**config.mk**
```make
export PLATFORM = sky130hd
export DESIGN_NAME = wb_write_queue_flat
export DESIGN_NICKNAME = d
export VERILOG_FILES = /design/src/rtl/wb_write_queue_pkg.sv /design/src/rtl/wb_write_queue_if.sv /design/src/rtl/wbq_fifo.sv /design/src/rtl/wb_write_queue.sv /design/src/flat_wrapper.sv
export SDC_FILE = /design/constraint.sdc
export NUM_CORES = 1
export LEC_CHECK = 0
export ABC_AREA = 1
export CAP_MARGIN = 10
export CELL_PAD_IN_SITES_DETAIL_PLACEMENT = 1
export CELL_PAD_IN_SITES_GLOBAL_PLACEMENT = 1
export CORE_MARGIN = 2
export CORE_UTILIZATION = 27
export CTS_BUF_LIST = sky130_fd_sc_hd__clkbuf_4 sky130_fd_sc_hd__clkbuf_8
export DETAILED_ROUTE_END_ITERATION = 8
export GPL_TIMING_DRIVEN = 0
export PLACE_DENSITY = 0.58
export SYNTH_ARGS = -nofsm -noshare
export SYNTH_HDL_FRONTEND = slang
export SYNTH_SLANG_ARGS = --single-unit
```
**constraint.sdc**
```tcl
create_clock -name clk -period 3.2 [get_ports clk]
set_input_delay 0.64 -clock clk [delete_from_list [all_inputs] [get_ports clk]]
set_output_delay 0.64 -clock clk [all_outputs]
set_load 0.01 [all_outputs]
```
**src/rtl/wb_write_queue_pkg.sv**
```systemverilog
// Shared definitions for the register-file write-back queue: default widths,
// the queue-entry layout and a small sizing helper.
package wb_write_queue_pkg;

  localparam int WBQ_DATA_W = 32;
  localparam int WBQ_ADDR_W = 5;
  localparam int WBQ_DEPTH  = 4;

  typedef struct packed {
    logic [WBQ_ADDR_W-1:0] reg_idx;
    logic [WBQ_DATA_W-1:0] data;
  } wbq_entry_t;

  // Occupancy counter width: must be able to hold the value DEPTH itself.
  function automatic int wbq_cnt_w(input int depth);
    return $clog2(depth) + 1;
  endfunction

endpackage

```
**src/rtl/wb_write_queue_if.sv**
```systemverilog
// Bundle of the write-request, register-file write and bypass signals.
// The queue side is the slave; producers and the decode stage form the master.
interface wb_write_queue_if
  import wb_write_queue_pkg::*;
#(
  parameter int DATA_W = WBQ_DATA_W,
  parameter int ADDR_W = WBQ_ADDR_W,
  parameter int DEPTH  = WBQ_DEPTH
);

  localparam int CNT_W = wbq_cnt_w(DEPTH);

  logic              mem_valid;
  logic [ADDR_W-1:0] mem_reg;
  logic [DATA_W-1:0] mem_data;
  logic              alu_valid;
  logic [ADDR_W-1:0] alu_reg;
  logic [DATA_W-1:0] alu_data;
  logic              in_ready;

  logic [ADDR_W-1:0] Write_Reg;
  logic [DATA_W-1:0] Write_Data;
  logic              RegWrite;

  logic [ADDR_W-1:0] Read_Reg1;
  logic [ADDR_W-1:0] Read_Reg2;
  logic              byp_hit1;
  logic [DATA_W-1:0] byp_data1;
  logic              byp_hit2;
  logic [DATA_W-1:0] byp_data2;

  logic [CNT_W-1:0]  count;

  modport slave (
    input  mem_valid, mem_reg, mem_data,
    input  alu_valid, alu_reg, alu_data,
    input  Read_Reg1, Read_Reg2,
    output in_ready,
    output Write_Reg, Write_Data, RegWrite,
    output byp_hit1, byp_data1, byp_hit2, byp_data2,
    output count
  );

  modport master (
    output mem_valid, mem_reg, mem_data,
    output alu_valid, alu_reg, alu_data,
    output Read_Reg1, Read_Reg2,
    input  in_ready,
    input  Write_Reg, Write_Data, RegWrite,
    input  byp_hit1, byp_data1, byp_hit2, byp_data2,
    input  count
  );

endinterface

```
**src/rtl/wbq_fifo.sv**
```systemverilog
// Pending-write storage: two write ports (port 0 is older), one read port,
// wrapping pointers and an occupancy count. All slots are exposed for bypass.
module wbq_fifo
  import wb_write_queue_pkg::*;
#(
  parameter int  DEPTH   = WBQ_DEPTH,
  parameter type entry_t = wbq_entry_t
) (
  input  logic                     clk,
  input  logic                     rst_n,
  input  logic                     wr0_en_i,
  input  entry_t                   wr0_i,
  input  logic                     wr1_en_i,
  input  entry_t                   wr1_i,
  input  logic                     rd_en_i,
  output entry_t                   rd_o,
  output entry_t [DEPTH-1:0]       mem_o,
  output logic [$clog2(DEPTH)-1:0] rd_ptr_o,
  output logic [$clog2(DEPTH):0]   count_o
);

  localparam int PTR_W = $clog2(DEPTH);
  localparam int CNT_W = PTR_W + 1;

  entry_t [DEPTH-1:0] mem_q;
  logic [PTR_W-1:0]   wr_ptr_q, wr_ptr_d;
  logic [PTR_W-1:0]   rd_ptr_q, rd_ptr_d;
  logic [CNT_W-1:0]   count_q, count_d;
  logic [1:0]         n_push;
  logic               pop;
  entry_t             first;

  // A lone port-1 write lands in the first free slot, keeping the FIFO dense.
  always_comb begin
    n_push   = {1'b0, wr0_en_i} + {1'b0, wr1_en_i};
    first    = wr0_en_i ? wr0_i : wr1_i;
    pop      = rd_en_i && (count_q != '0);
    wr_ptr_d = wr_ptr_q + PTR_W'(n_push);
    rd_ptr_d = rd_ptr_q + PTR_W'(pop);
    count_d  = count_q + CNT_W'(n_push) - CNT_W'(pop);
  end

  // NOTE: state registers use non-blocking assignments so every flop samples
  // the pre-edge value of every other flop, independent of statement order.
  always_ff @(posedge clk or negedge rst_n) begin
    if (!rst_n) begin
      wr_ptr_q <= '0;
      rd_ptr_q <= '0;
      count_q  <= '0;
    end else begin
      wr_ptr_q <= wr_ptr_d;
      rd_ptr_q <= rd_ptr_d;
      count_q  <= count_d;
    end
  end

  // NOTE: storage has no reset; a slot is only meaningful while the pointers
  // mark it occupied, so clearing the array would buy nothing.
  always_ff @(posedge clk) begin
    if (n_push != 2'd0) begin
      mem_q[wr_ptr_q] <= first;
    end
    if (n_push == 2'd2) begin
      mem_q[wr_ptr_q + PTR_W'(1)] <= wr1_i;
    end
  end

  assign rd_o     = mem_q[rd_ptr_q];
  assign mem_o    = mem_q;
  assign rd_ptr_o = rd_ptr_q;
  assign count_o  = count_q;

endmodule

```
**src/rtl/wb_write_queue.sv**
```systemverilog
// Write-back queue: merges load and ALU results into one register-file write
// port, one write per cycle, with a bypass view of every not-yet-retired write.
module wb_write_queue
  import wb_write_queue_pkg::*;
#(
  parameter int DATA_W = WBQ_DATA_W,
  parameter int ADDR_W = WBQ_ADDR_W,
  parameter int DEPTH  = WBQ_DEPTH
) (
  input  logic              clk,
  input  logic              rst_n,
  wb_write_queue_if.slave   bus
);

  localparam int PTR_W = $clog2(DEPTH);
  localparam int CNT_W = wbq_cnt_w(DEPTH);

  typedef struct packed {
    logic [ADDR_W-1:0] reg_idx;
    logic [DATA_W-1:0] data;
  } entry_t;

  logic               in_ready;
  logic               mem_acc, alu_acc;
  entry_t             mem_entry, alu_entry;
  entry_t             head;
  entry_t [DEPTH-1:0] slots;
  logic [PTR_W-1:0]   rd_ptr;
  logic [CNT_W-1:0]   count;
  logic               pop;

  logic               reg_write_q, reg_write_d;
  logic [ADDR_W-1:0]  write_reg_q, write_reg_d;
  logic [DATA_W-1:0]  write_data_q, write_data_d;

  logic               byp_hit1, byp_hit2;
  logic [DATA_W-1:0]  byp_data1, byp_data2;

  // Two free slots are required so a dual push can never overflow.
  assign in_ready = (count <= CNT_W'(DEPTH - 2));

  // Writes to register 0 are accepted but never stored.
  assign mem_acc   = bus.mem_valid && in_ready && (bus.mem_reg != '0);
  assign alu_acc   = bus.alu_valid && in_ready && (bus.alu_reg != '0);
  assign mem_entry = '{reg_idx: bus.mem_reg, data: bus.mem_data};
  assign alu_entry = '{reg_idx: bus.alu_reg, data: bus.alu_data};
  assign pop       = (count != '0);

  wbq_fifo #(
    .DEPTH   (DEPTH),
    .entry_t (entry_t)
  ) u_fifo (
    .clk      (clk),
    .rst_n    (rst_n),
    .wr0_en_i (mem_acc),
    .wr0_i    (mem_entry),
    .wr1_en_i (alu_acc),
    .wr1_i    (alu_entry),
    .rd_en_i  (pop),
    .rd_o     (head),
    .mem_o    (slots),
    .rd_ptr_o (rd_ptr),
    .count_o  (count)
  );

  // NOTE: every output of a combinational block gets a default first, so no
  // path leaves it unassigned and no latch is inferred.
  always_comb begin
    reg_write_d  = pop;
    write_reg_d  = write_reg_q;
    write_data_d = write_data_q;
    if (pop) begin
      write_reg_d  = head.reg_idx;
      write_data_d = head.data;
    end
  end

  always_ff @(posedge clk or negedge rst_n) begin
    if (!rst_n) begin
      reg_write_q  <= 1'b0;
      write_reg_q  <= '0;
      write_data_q <= '0;
    end else begin
      reg_write_q  <= reg_write_d;
      write_reg_q  <= write_reg_d;
      write_data_q <= write_data_d;
    end
  end

  // Age order is: write port (oldest), then queue head to tail. Scanning in
  // that order and letting later matches override yields the youngest value.
  function automatic logic [DATA_W:0] lookup(input logic [ADDR_W-1:0] idx);
    logic             hit;
    logic [DATA_W-1:0] data;
    logic [PTR_W-1:0] slot;
    hit  = 1'b0;
    data = '0;
    slot = '0;
    if (idx != '0) begin
      if (reg_write_q && (write_reg_q == idx)) begin
        hit  = 1'b1;
        data = write_data_q;
      end
      for (int age = 0; age < DEPTH; age++) begin
        slot = rd_ptr + PTR_W'(age);
        if ((CNT_W'(age) < count) && (slots[slot].reg_idx == idx)) begin
          hit  = 1'b1;
          data = slots[slot].data;
        end
      end
    end
    return {hit, data};
  endfunction

  always_comb begin
    {byp_hit1, byp_data1} = lookup(bus.Read_Reg1);
    {byp_hit2, byp_data2} = lookup(bus.Read_Reg2);
  end

  assign bus.in_ready   = in_ready;
  assign bus.count      = count;
  assign bus.RegWrite   = reg_write_q;
  assign bus.Write_Reg  = write_reg_q;
  assign bus.Write_Data = write_data_q;
  assign bus.byp_hit1   = byp_hit1;
  assign bus.byp_data1  = byp_data1;
  assign bus.byp_hit2   = byp_hit2;
  assign bus.byp_data2  = byp_data2;

endmodule

```
**src/flat_wrapper.sv**
```systemverilog
// flat-port wrapper written by rule: the top's interface ports become plain ports
module wb_write_queue_flat import wb_write_queue_pkg::*;
#(
  parameter int DATA_W = WBQ_DATA_W,
  parameter int ADDR_W = WBQ_ADDR_W,
  parameter int DEPTH  = WBQ_DEPTH
)
  (clk, rst_n, bus_mem_valid, bus_mem_reg, bus_mem_data, bus_alu_valid, bus_alu_reg, bus_alu_data, bus_Read_Reg1, bus_Read_Reg2, bus_in_ready, bus_Write_Reg, bus_Write_Data, bus_RegWrite, bus_byp_hit1, bus_byp_data1, bus_byp_hit2, bus_byp_data2, bus_count);
  wb_write_queue_if #(.DATA_W(DATA_W), .ADDR_W(ADDR_W), .DEPTH(DEPTH)) bus_i ();
  input  logic clk;
  input  logic rst_n;
  input wire logic [$bits(bus_i.mem_valid)-1:0] bus_mem_valid;
  input wire logic [$bits(bus_i.mem_reg)-1:0] bus_mem_reg;
  input wire logic [$bits(bus_i.mem_data)-1:0] bus_mem_data;
  input wire logic [$bits(bus_i.alu_valid)-1:0] bus_alu_valid;
  input wire logic [$bits(bus_i.alu_reg)-1:0] bus_alu_reg;
  input wire logic [$bits(bus_i.alu_data)-1:0] bus_alu_data;
  input wire logic [$bits(bus_i.Read_Reg1)-1:0] bus_Read_Reg1;
  input wire logic [$bits(bus_i.Read_Reg2)-1:0] bus_Read_Reg2;
  output wire logic [$bits(bus_i.in_ready)-1:0] bus_in_ready;
  output wire logic [$bits(bus_i.Write_Reg)-1:0] bus_Write_Reg;
  output wire logic [$bits(bus_i.Write_Data)-1:0] bus_Write_Data;
  output wire logic [$bits(bus_i.RegWrite)-1:0] bus_RegWrite;
  output wire logic [$bits(bus_i.byp_hit1)-1:0] bus_byp_hit1;
  output wire logic [$bits(bus_i.byp_data1)-1:0] bus_byp_data1;
  output wire logic [$bits(bus_i.byp_hit2)-1:0] bus_byp_hit2;
  output wire logic [$bits(bus_i.byp_data2)-1:0] bus_byp_data2;
  output wire logic [$bits(bus_i.count)-1:0] bus_count;
  assign bus_i.mem_valid = bus_mem_valid;
  assign bus_i.mem_reg = bus_mem_reg;
  assign bus_i.mem_data = bus_mem_data;
  assign bus_i.alu_valid = bus_alu_valid;
  assign bus_i.alu_reg = bus_alu_reg;
  assign bus_i.alu_data = bus_alu_data;
  assign bus_i.Read_Reg1 = bus_Read_Reg1;
  assign bus_i.Read_Reg2 = bus_Read_Reg2;
  assign bus_in_ready = bus_i.in_ready;
  assign bus_Write_Reg = bus_i.Write_Reg;
  assign bus_Write_Data = bus_i.Write_Data;
  assign bus_RegWrite = bus_i.RegWrite;
  assign bus_byp_hit1 = bus_i.byp_hit1;
  assign bus_byp_data1 = bus_i.byp_data1;
  assign bus_byp_hit2 = bus_i.byp_hit2;
  assign bus_byp_data2 = bus_i.byp_data2;
  assign bus_count = bus_i.count;
  wb_write_queue #(.DATA_W(DATA_W), .ADDR_W(ADDR_W), .DEPTH(DEPTH)) u_core (.clk(clk), .rst_n(rst_n), .bus(bus_i));
endmodule
```
==> summary.txt <==
Status
  • Outcome: finished with violations
  • Failing checks: setup timing

STA
  • Final period util: 1.229
  • Post-route clock skew: 0.02871 ns
  • Post-Route Setup TNS: -41.08 ns
  • Max Slew Vio Count: 0
  • RSZ-0062 raised after global routing: yes
  • Fin. Hold Viols: 0
  • Setup violators final: 67
  • Max_slew headroom: 0.3664
  • Fmax: 0.2543 GHz
  • Min Tclk post-route: 3.932 ns
  • Slew @ Worst Pin: 0.9504 ns
  • Final setup margin: -0.7319 ns

Die
  • Row count: 88
  • Die width: 244.8 um
  • Die height: 244.8 um
  • Die area: 59950 um^2
  • IO Pins: 196
  • Initial core utilization: 0.2725
  • Core box area: 57480 um^2

Critical path
  • CP max FO: 9
  • CP endpoint kind: output port
  • Critical Path Start Type: register
  • CP Class: register to output port
  • Worst path cell trace: buf_12, buf_12, xor2_4, buf_6, buf_12, nand2_1, nand3_2, nand2_2, nor2_4, buf_12, nand3_4, buf_6, nand3_1, nand3_1, a21oi_2, buf_2
  • Crit-path max cell delay: 0.44 ns
  • Critical Path Slowest Stage Cell: dfrtp_1
  • Crit path max-delay family: buffers and inverters
  • Critical Path AT: 3.29 ns
  • Req. time, crit path: 2.56 ns
  • Cell mode on critical path: buf_12
  • Reg2reg setup slack: -0.14 ns
  • Worst path buffer plus inverter count: 7

Global routing
  • Largest net degree at the start of global routing: 39
  • Initial antenna violation count: 1
  • Vias in the first global route: 20550
  • Total gr overflow: 0
  • Global-route wire length before repair: 134800 um
  • Tot GR Track Use: 0.3012

Clock network
  • CTS Buffer Depth: 2
  • Clk slew on worst S/H paths: 0.13 ns
  • H-tree depth: 4
  • CTS sink cnt: 193
  • Clock buffer count from CTS: 17
  • CTS tree: built
  • CTS Root Cell: clkbuf_8
  • Worst-Skew Late Latency: 0.61 ns

Yosys
  • Syn Nets: 2812
  • Post-synth EDFFs: 0
  • Top cell type's share of synthesized area: 0.2058
  • Seq/Total Area, Yosys: 0.2611
  • Top-count cell post-synth: o21ai_0
  • Largest area contributor in the netlist: o21ai_0
  • Synth cell count leaders: o21ai_0 (644), nand2_1 (552), nor2_1 (324), inv_1 (212), a21oi_1 (182)
  • Synth Warn #: 0
  • Post-synthesis cell area: 15660 um^2
  • Distinct cells, synth: 39
  • FFs w/ async S/R, synth: 0.2332
  • Syn avg cell area: 5.768 um^2
  • Cells after Synth: 2715
  • Top area cells in the synthesized netlist: o21ai_0 (21%), dfxtp_1 (19%), nand2_1 (13%)
  • Ys flop type: dfxtp_1
  • Register bit total from synthesis: 193

Min path
  • Worst min path class: input pin to async pin

Cells and area
  • Fill count: 7441
  • Layout Nets: 3102
  • Share of cells above drive strength 1: 0.2107
  • Synthesis-to-layout area growth: 39.79%

Route
  • Drt via density: 5.381
  • Overall routed net length: 91870 um
  • Initial DRC Count: 1303
  • WL/cell: 24.28 um
  • Routed Antenna Nets: 0
  • Residual DRC: 0
  • 1st-pass router iterations: 5
  • Vias: 20360

Power
  • Worst vdd ir: 0.4685 mV
  • Pwr dens: 1409 nW/um^2
  • Final Power: 30.84 mW
  • Leakage power: 9.722 nW

Placement
  • DP Wirelength: 72670 um
  • Routability-driven placement congestion ratio: 0.9206
  • # port buffers: 193

Flow run
  • Max Cap Viol: 0
==> placed cells by master (no fill, tap or decap), types with 16 or more instances in the layout <==
master | synthesis | routed
o21ai_1 | 29 | 92
nor2_1 | 324 | 303
nand4_1 | 68 | 68
buf_6 | 8 | 67
o22ai_1 | 41 | 41
clkbuf_8 | 0 | 21
o21ai_0 | 644 | 491
buf_4 | 4 | 57
a21oi_4 | 0 | 18
nand2_1 | 552 | 501
clkbuf_1 | 123 | 73
a21oi_1 | 182 | 121
nand3_2 | 4 | 60
nand3_1 | 154 | 85
clkbuf_2 | 0 | 26
nor2_2 | 7 | 18
dfrtp_1 | 45 | 44
nand3_4 | 0 | 16
o21ai_2 | 1 | 78
clkdlybuf4s50_1 | 0 | 126
a21oi_2 | 1 | 44
or2_0 | 24 | 22
buf_2 | 69 | 69
dfxtp_1 | 148 | 148
nand2_2 | 0 | 44
inv_1 | 212 | 209
buf_12 | 0 | 25
==> power breakdown <==
part | internal, mW | switching, mW
sequential | 3.73 | 1.01
clock | 0.665 | 1.19
combinational | 8.41 | 15.8
==> registers in the layout, indices dropped and copies added, names as in the netlist <==
| name | count |
|---|---|
| u_core.u_fifo.mem_o | 148 |
| u_core.bus.Write_Data | 32 |
| u_core.bus.Write_Reg | 5 |
| u_core.u_fifo.rd_ptr_o | 2 |
| u_core.u_fifo.count_o | 3 |
| u_core.bus.RegWrite | 1 |
| u_core.u_fifo.wr_ptr_q | 2 |
==> timing repair <==
item,in CTS,in global routing
endpoints found under the hold margin,7,0
pin swaps,109,65
buffers inserted,44,8
hold buffers,1,0
gates resized for setup,856,222
gates cloned,18,6
setup endpoints to repair,216,168
==> metal layers <==
metal	wire length [um]	track usage
met1	44460	0.4338
met2	41080	0.4717
met3	4153	0.03728
met4	2173	0.07909
met5	0	0
==> path summary, 6_finish.rpt <==
| check | start | to | depth (start not counted) |
|---|---|---|---|
| setup reg to reg | u_core.u_fifo.count_o[2] | u_core.u_fifo.count_o[2] | 13 |
| hold reg to reg | u_core.u_fifo.rd_ptr_o[0] | u_core.u_fifo.rd_ptr_o[0] | 1 |
| setup / recovery | u_core.u_fifo.rd_ptr_o[0] | bus_byp_data1[3] | 16 |
| max in group asynchronous | rst_n | u_core.bus.Write_Data[0] | 3 |
| hold / removal | rst_n | u_core.u_fifo.rd_ptr_o[0] | 2 |
| min in group clk | u_core.u_fifo.rd_ptr_o[0] | u_core.u_fifo.rd_ptr_o[0] | 1 |
==> kinds of logic after synthesis <==
kind of cell | count (synthesis) | share of synthesized area
mux | 2 | 0.001278
compound gates | 903 | 0.2931
xor+xnor | 20 | 0.01286
buf+inv | 433 | 0.1141
simple gates | 1155 | 0.3099
fa+ha+maj | 9 | 0.007670
flops | 193 | 0.2611
==> metrics by stage <==
step	hold slack [ns]	instance area, um^2	setup WS, ns	utilization	cells
floorplan	0.3444	15660	0.2670	-	2715
global placement	0.5109	18550	-1.579	0.3228	3673
detailed placement	0.5358	18570	-1.746	0.3230	3674
CTS	0.4150	21080	-0.6623	0.3667	3769
global route	0.4351	21890	-0.8247	0.3809	3784
finish	0.4361	21890	-0.7319	0.3809	3784
==> final cells by class <==
| class | instances | area [um^2] | area share |
|---|---|---|---|
| repair buffers | 268 | 2615 | 0.1194 |
| flip-flops and latches | 193 | 4090 | 0.1868 |
| diodes | 1 | 2.502 | 0.0001143 |
| clock inverters | 14 | 171.4 | 0.007830 |
| well taps | 765 | 957.2 | 0.04372 |
| inverters | 218 | 837.1 | 0.03824 |
| multi-input cells | 2092 | 11410 | 0.5214 |
| plain buffers | 215 | 1563 | 0.07138 |
| clock buffers | 18 | 241.5 | 0.01103 |
No activity file was read; power rests on OpenSTA's default activity.
